==> src/rtl/vga_pkg.sv <==
// Shared VGA constants, the 3-3-2 colour type and the clamped step helpers
// used by the sprite position update.
package vga_pkg;

    localparam int H_ACTIVE = 640;
    localparam int V_ACTIVE = 480;

    // RRRGGGBB; the VGA controller expands each field to 4 bits
    localparam int R_W   = 3;
    localparam int G_W   = 3;
    localparam int B_W   = 2;
    localparam int RGB_W = R_W + G_W + B_W;

    typedef logic [RGB_W-1:0] rgb_t;

    localparam rgb_t BLANK_COLOR  = 8'h00;
    localparam rgb_t BG_COLOR     = 8'h03;
    localparam rgb_t SPRITE_COLOR = 8'hE0;
    localparam rgb_t BORDER_COLOR = 8'hFF;

    function automatic logic [10:0] step_down(input logic [10:0] v,
                                              input logic [10:0] step);
        return (v < step) ? 11'd0 : v - step;
    endfunction

    function automatic logic [10:0] step_up(input logic [10:0] v,
                                            input logic [10:0] step,
                                            input logic [10:0] vmax);
        logic [10:0] sum;
        sum = v + step;
        return (sum > vmax) ? vmax : sum;
    endfunction

endpackage

==> src/rtl/btn_sync_latch.sv <==
// One controller button: 2-flop synchroniser feeding a sticky press latch.
// The frame clear loses to a press seen in the same cycle.
module btn_sync_latch (
    input  logic i_clk,
    input  logic i_rst_n,
    input  logic i_btn,
    input  logic i_clear,
    output logic o_press
);

    logic r_sync1;
    logic r_sync2;
    logic r_latch;

    always_ff @(posedge i_clk or negedge i_rst_n) begin
        if (!i_rst_n) begin
            r_sync1 <= 1'b0;
            r_sync2 <= 1'b0;
            r_latch <= 1'b0;
        end else begin
            r_sync1 <= i_btn;
            r_sync2 <= r_sync1;
            if (i_clear)
                r_latch <= r_sync2;
            else
                r_latch <= r_latch | r_sync2;
        end
    end

    assign o_press = r_latch;

endmodule

==> src/rtl/sprite_renderer.sv <==
// Pixel colour source for the VGA controller: border, background and one
// square sprite whose position moves once per frame from latched buttons.
module sprite_renderer
    import vga_pkg::*;
#(
    parameter int SPRITE_SIZE = 32,
    parameter int STEP        = 4
) (
    input  logic       i_CLK,
    input  logic       i_RESET,
    input  logic [9:0] i_X,
    input  logic [9:0] i_Y,
    input  logic       i_ACTIVE,
    input  logic       i_FRAME_START,
    input  logic       i_BTN_UP,
    input  logic       i_BTN_DOWN,
    input  logic       i_BTN_LEFT,
    input  logic       i_BTN_RIGHT,
    output logic [7:0] o_RGB,
    output logic [9:0] o_POS_X,
    output logic [9:0] o_POS_Y
);

    localparam logic [10:0] C_MAX_X  = 11'(H_ACTIVE - SPRITE_SIZE);
    localparam logic [10:0] C_MAX_Y  = 11'(V_ACTIVE - SPRITE_SIZE);
    localparam logic [10:0] C_STEP   = 11'(STEP);
    localparam logic [10:0] C_SIZE   = 11'(SPRITE_SIZE);
    localparam logic [9:0]  C_RST_X  = 10'((H_ACTIVE - SPRITE_SIZE) / 2);
    localparam logic [9:0]  C_RST_Y  = 10'((V_ACTIVE - SPRITE_SIZE) / 2);
    localparam logic [9:0]  C_X_LAST = 10'(H_ACTIVE - 1);
    localparam logic [9:0]  C_Y_LAST = 10'(V_ACTIVE - 1);

    logic [3:0] w_btn;
    logic [3:0] w_press;
    logic       w_up;
    logic       w_down;
    logic       w_left;
    logic       w_right;

    logic [9:0] r_pos_x;
    logic [9:0] r_pos_y;
    logic [9:0] w_pos_x_next;
    logic [9:0] w_pos_y_next;

    rgb_t        r_rgb;
    rgb_t        w_rgb_next;
    logic        w_in_range;
    logic        w_border;
    logic        w_hit;
    logic [10:0] w_x11;
    logic [10:0] w_y11;
    logic [10:0] w_px11;
    logic [10:0] w_py11;

    assign w_btn = {i_BTN_UP, i_BTN_DOWN, i_BTN_LEFT, i_BTN_RIGHT};

    for (genvar g = 0; g < 4; g++) begin : g_btn
        btn_sync_latch u_btn (
            .i_clk   (i_CLK),
            .i_rst_n (i_RESET),
            .i_btn   (w_btn[g]),
            .i_clear (i_FRAME_START),
            .o_press (w_press[g])
        );
    end

    assign w_up    = w_press[3];
    assign w_down  = w_press[2];
    assign w_left  = w_press[1];
    assign w_right = w_press[0];

    assign w_px11 = {1'b0, r_pos_x};
    assign w_py11 = {1'b0, r_pos_y};

    // Opposing buttons in the same frame cancel on that axis
    always_comb begin
        w_pos_x_next = r_pos_x;
        w_pos_y_next = r_pos_y;
        if (w_left && !w_right)
            w_pos_x_next = 10'(step_down(w_px11, C_STEP));
        else if (w_right && !w_left)
            w_pos_x_next = 10'(step_up(w_px11, C_STEP, C_MAX_X));
        if (w_up && !w_down)
            w_pos_y_next = 10'(step_down(w_py11, C_STEP));
        else if (w_down && !w_up)
            w_pos_y_next = 10'(step_up(w_py11, C_STEP, C_MAX_Y));
    end

    always_ff @(posedge i_CLK or negedge i_RESET) begin
        if (!i_RESET) begin
            r_pos_x <= C_RST_X;
            r_pos_y <= C_RST_Y;
        end else if (i_FRAME_START) begin
            r_pos_x <= w_pos_x_next;
            r_pos_y <= w_pos_y_next;
        end
    end

    assign w_x11 = {1'b0, i_X};
    assign w_y11 = {1'b0, i_Y};

    // Out-of-range coordinates fall through to background, never wrap
    assign w_in_range = (i_X <= C_X_LAST) && (i_Y <= C_Y_LAST);
    assign w_border   = w_in_range &&
                        ((i_X == 10'd0) || (i_X == C_X_LAST) ||
                         (i_Y == 10'd0) || (i_Y == C_Y_LAST));
    assign w_hit      = w_in_range &&
                        (w_x11 >= w_px11) && (w_x11 < w_px11 + C_SIZE) &&
                        (w_y11 >= w_py11) && (w_y11 < w_py11 + C_SIZE);

    always_comb begin
        w_rgb_next = BLANK_COLOR;
        if (!i_ACTIVE)
            w_rgb_next = BLANK_COLOR;
        else if (w_border)
            w_rgb_next = BORDER_COLOR;
        else if (w_hit)
            w_rgb_next = SPRITE_COLOR;
        else
            w_rgb_next = BG_COLOR;
    end

    always_ff @(posedge i_CLK or negedge i_RESET) begin
        if (!i_RESET)
            r_rgb <= BLANK_COLOR;
        else
            r_rgb <= w_rgb_next;
    end

    assign o_RGB   = r_rgb;
    assign o_POS_X = r_pos_x;
    assign o_POS_Y = r_pos_y;

endmodule

==> config.mk <==
export PLATFORM = sky130hd
export DESIGN_NAME = sprite_renderer
export DESIGN_NICKNAME = d
export VERILOG_FILES = /design/src/rtl/vga_pkg.sv /design/src/rtl/btn_sync_latch.sv /design/src/rtl/sprite_renderer.sv
export SDC_FILE = /design/constraint.sdc
export NUM_CORES = 1
export LEC_CHECK = 0
export ABC_CLOCK_PERIOD_IN_PS = 2850
export BUFFER_PORTS_ARGS = -buffer_cell sky130_fd_sc_hd__buf_2
export CORE_ASPECT_RATIO = 1.5
export CORE_UTILIZATION = 55
export DETAILED_ROUTE_END_ITERATION = 7
export PLACE_DENSITY = 0.81
export SYNTH_ARGS = -nofsm -noshare
export SYNTH_HDL_FRONTEND = slang
export SYNTH_SLANG_ARGS = --single-unit
==> constraint.sdc <==
create_clock -name i_CLK -period 2.85 [get_ports i_CLK]
set_clock_uncertainty 0.15 [all_clocks]
set_input_delay 0.57 -clock i_CLK [delete_from_list [all_inputs] [get_ports i_CLK]]
set_output_delay 0.57 -clock i_CLK [all_outputs]
set_load 0.1 [all_outputs]
After elaboration in Yosys (flattened, before gate mapping):

Cells that the tools add are included.

* register bits after elaboration: 40
* input bits: 28
* output and inout bits: 28
* logic and storage cells: 75

* add/subtract/negate cells: 6
* $lt $le $gt $ge: 10
* equal/unequal tests: 2
* multiplexer cells: 15
* bitwise logic cells: 4
* reductions and logical operators: 23

Operators by type and width (number)
* $mux 10: 8
* $mux 8: 3
* $add 10x3->11 const B: 2
* $add 10x6->11 const B: 2
* $lt 10x11->1: 2
* $ge 10x10->1: 2
* $logic_not 10->1: 2
* $lt 10x3->1 const B: 2
* $sub 10x3->10 const B: 2
* $gt 11x10->1 const B: 1
* $gt 11x9->1 const B: 1
* $eq 10x10->1 const B: 1
* $eq 10x9->1 const B: 1
* $le 10x10->1 const B: 1
* $le 10x9->1 const B: 1
* $logic_and 1x1->1: 10
* $logic_not 1->1: 4
* $mux 1: 4
* $or 1x1->1: 4
* $reduce_and 2->1: 2
* $reduce_bool 2->1: 2
* $logic_or 1x1->1: 3

Logic depth before layout (Yosys ltp):

* depth in word-level cells: 9
* mapped depth: 10
* depth with buffers taken out: 9

By module:

A second synthesis with hierarchy kept.

* cells, all modules: 346
* area, all modules: 2912.8 um^2

Modules (own cells, without submodules)
* sprite_renderer: instances 1, cells an instance 326, area each 2567.5 um^2, sequential area each 483.0 um^2
* btn_sync_latch: instances 4, cells an instance 5, area each 86.3 um^2, sequential area each 75.1 um^2

Least setup slack after synthesis:

OpenSTA, ideal clock, no wires.

* path kind: flip-flop to flip-flop
* from: register r_pos_x[5] (netlist: o_POS_X[5])
* to: register r_rgb[1] (netlist: o_RGB[1])
* library setup time: 124 ps
* data arrival time: 2664 ps
* required time: 2576 ps
* setup slack: -87 ps
* cell stages (with the launch flop): 11
* path buffers: 1
* period minus slack after synthesis: 2937 ps
* cells stage by stage: dfstp_2 > clkbuf_1 > inv_1 > ha_1 > inv_1 > ha_1 > nand3_1 > o22ai_1 > o41ai_1 > nand2_1 > o31a_1

* word-level cells in the longest chain between the ends: 8
* elaborated cells between the ends (all ways): 10
* classes of those cells: add/sub: 1; order compare: 2; mux: 3; reduce/logical: 4

RTL lines
* from (decl): RTL line sprite_renderer.sv:40 `logic [9:0] r_pos_x;`
* from (signal assigned): RTL line sprite_renderer.sv:94 `r_pos_x <= w_pos_x_next;`
* $add 10x6->11 / $ge 10x10->1 (equally long branches): RTL line sprite_renderer.sv:108 `(w_x11 >= w_px11) && (w_x11 < w_px11 + C_SIZE) &&`
* $lt 10x11->1 / $logic_and 1x1->1 (equally long branches): RTL line sprite_renderer.sv:108, sprite_renderer.sv:107
* $logic_and 1x1->1 (*) (2 in a row): RTL line sprite_renderer.sv:108
* $logic_and 1x1->1 (*): RTL line sprite_renderer.sv:109 `(w_y11 >= w_py11) && (w_y11 < w_py11 + C_SIZE);`
* $mux 8 (*): RTL line sprite_renderer.sv:117 `else if (w_hit)`
* $mux 8 (*): RTL line sprite_renderer.sv:115 `else if (w_border)`
* $mux 8 (*): RTL line sprite_renderer.sv:113 `if (!i_ACTIVE)`
* to (signal assigned): RTL line sprite_renderer.sv:127 `r_rgb <= w_rgb_next;`
* to (decl): RTL line sprite_renderer.sv:45 `rgb_t r_rgb;`

Every way passes the cells marked *; elsewhere a longest branch is shown, timed or not.
A chain may end at the register's enable or synchronous reset.

Worst setup path after layout:

Same ends and word-level chain as after synthesis.

==> summary.txt <==
Run status
  – Run status: finished, final reports clean

Global route
  – Largest net degree at the start of global routing: 32
  – Number of global-route vias before repair: around 2700
  – Global-route usage over all layers: 0.272
  – First-pass GRT wire length: 11600 µm
  – Grt total ovfl: 0
  – Initial antenna violation count: 0

Critical path
  – Crit end category: flip-flop
  – CP max FO: 14
  – Reg2reg path depth: 8
  – Critical Path AT: 2.61 ns
  – CP required: between 2 and 3 ns
  – Critical Path Source Type: flip-flop
  – Crit path kind: flip-flop to flip-flop
  – Reg2reg setup slack: ~0.26 ns

Synth
  – Seq/Total Area, Yosys: 0.276
  – Yosys cell types: 62
  – #FFs+latches synth: 31
  – Cell area after synthesis: 2840 µm²
  – Ys flop type: dfrtp_1
  – FFs w/ async S/R, synth: 1.00
  – Top cells by area, synth: dfrtp_1 (22%), ha_1 (16%), dfstp_2 (5.5%)
  – Avg Inst Size Synth: 8.51 µm²
  – Most common cell in the synthesized netlist: ha_1
  – Post-synth top area share: 0.220
  – Mapped Cells: 334
  – Synth top cells by count: ha_1 (36), dfrtp_1 (25), inv_1 (25)
  – Synth area leader: dfrtp_1
  – YS warnings: 0
  – Number of synthesized flops with an enable pin: 0

Power and ir drop
  – Clock Power Share: 0.108
  – Switching power: 2.08 mW
  – Net Sw Frac: 0.572
  – Comb pwr share: 0.672
  – VDD IR max: 1.01 mV
  – Internal power of the cells: 1.55 mW
  – Power per standard cell area: 1120 nW/µm²
  – Reg power frac: 0.219
  – LEAKAGE: ~1.5 nW
  – Tot Pwr: roughly 3.6 mW

Detailed routing
  – Post-DR vias/cell: 6.23
  – First DRT Iteration DRCs: around 250
  – Via count: 2804
  – Routed wire length: 7040 µm
  – DR pass1 iterations: 4
  – Post-route ant nets: 0
  – DRC: 0
  – Drt wl/cell: 15.6 µm

Die
  – Core Footprint: about 4900 µm²
  – Die height: 90.0 µm
  – Row count: 31
  – IO Count: 56
  – Die area: 5460 µm²
  – Starting Density: 0.581
  – Die W: 60.7 µm

STA
  – Final period util: 0.908
  – Setup ws final: 0.262 ns
  – Slew HR: 0.515
  – Final min period: 2.59 ns
  – Final Hold Vio Count: 0
  – Setup TNS: 0 ns
  – Slew Viols, Final: 0
  – Unrepaired setup endpoints after global routing: no
  – FMAX: 386 MHz
  – Worst Tran Pin Value: 0.728 ns
  – Setup-failing EPs final: 0

Layout
  – Multi-input combinational cell area: 1840 µm²
  – Fillers: approximately 420
  – Final #Nets: around 450
  – N_diodes: 0
  – Layout cells sized above 1: 0.229
  – Reg area: 795 µm²
  – Layout area overhead: 14.3%
  – Util after Layout: 0.664

Clocking
  – CTS tree: yes
  – Later-pin clock latency in the skew report: 0.28 ns
  – Cts hold-fix bufs: 0
  – Clock buffer depth: 2
  – Setup bufs post-CTS: 0
  – TritonCTS buffer count: 5
  – H-Tree Depth: 2
  – Post-cts sizing count: 0
  – Clock transition at path regs: 0.07 ns
  – Root buffer cell: clkbuf_8
  – CTS sink cnt: 31

Place
  – Final RePlAce weighted congestion: ~0.97
  – Pre-CTS setup slack: 0.289 ns
  – Number of buffers added on ports: 51
  – Post-DP HPWL: 5460 µm

Job
  – Max_cap viols: 0

Min path
  – Worst hold path type: input port to asynchronous set/reset pin
[state kept, by name, indices dropped and copies added, names as in the netlist]
| register | cells |
|---|---|
| g_btn.u_btn.o_press | 4 |
| g_btn.u_btn.r_sync1 | 4 |
| g_btn.u_btn.r_sync2 | 4 |
| o_POS_X | 8 |
| o_POS_Y | 8 |
| o_RGB | 3 |
[placed cells by master, fill, tap and decap left out, drive strengths merged, types with 8 or more instances in the layout]
cell type,count
ha,36
o21ai,19
nand4,11
buf,61
a21oi,18
inv,25
nand3,19
dfrtp,25
nand2,24
nor2,19
xnor2,8
[layer usage]
layer,wire (µm),up-vias,track usage
met5,0,-,0
met3,313,24,0.0475
met4,263,0,0.133
li1,-,1341,-
met1,2730,1337,0.293
met2,3740,102,0.485
[cell families after synthesis]
logic type,share of synthesized area
AND/OR/NAND/NOR,0.215
XOR/XNOR,0.0247
flip-flops,0.276
buffers and inverters,0.0815
AO/OA/AOI/OAI,0.244
other,0.00132
adder cells (fa/ha/maj),0.159
[final timing paths]
kind	endpoint	startpoint
min in group i_CLK	g_btn[1].u_btn.r_sync2	g_btn[1].u_btn.r_sync1
worst max register to register	o_RGB[1]	o_POS_X[5]
worst max-delay path	o_RGB[1]	o_POS_X[5]
worst min-delay path	o_POS_X[2]	i_RESET
worst min register to register	g_btn[1].u_btn.r_sync2	g_btn[1].u_btn.r_sync1
max in group asynchronous	o_POS_X[7]	i_RESET
[critical path, cell delays in order (launching register included)]
cell,delay [ns]
dfstp_4,0.69
ha_1,0.23
xnor2_1,0.13
ha_1,0.26
a21oi_1,0.16
o22ai_1,0.10
o41ai_1,0.40
nand2_1,0.10
o31a_1,0.24
[final cells by class]
cell class | count | area share
clock inverter | 1 | 0.00231
sequential | 31 | 0.245
multi-input combinational | 258 | 0.566
inverter | 26 | 0.0301
tap | 66 | 0.0254
clock buffer | 7 | 0.0297
timing repair buffer | 61 | 0.102
[power by group through the flow]
stage	combinational (mW)	clock, mW	sequential [mW]
floorplan	1.27	0	1.43
global placement	2.37	0	0.789
detailed placement	2.42	0	0.799
CTS	2.43	0.404	0.792
global route	2.66	0.415	0.818
finish	2.44	0.393	0.796
[through the flow]
stage / hold slack [ns] / instance area, µm² / instances
4_1_cts: 0.200 / 3250 / 450
6_report: 0.191 / 3250 / 450
3_5_place_dp: 0.185 / 3140 / 442
2_1_floorplan: 0.124 / 2860 / 337
5_1_grt: 0.207 / 3250 / 450
3_3_place_gp: 0.182 / 3140 / 442
No activity file was read; power rests on OpenSTA's default activity.
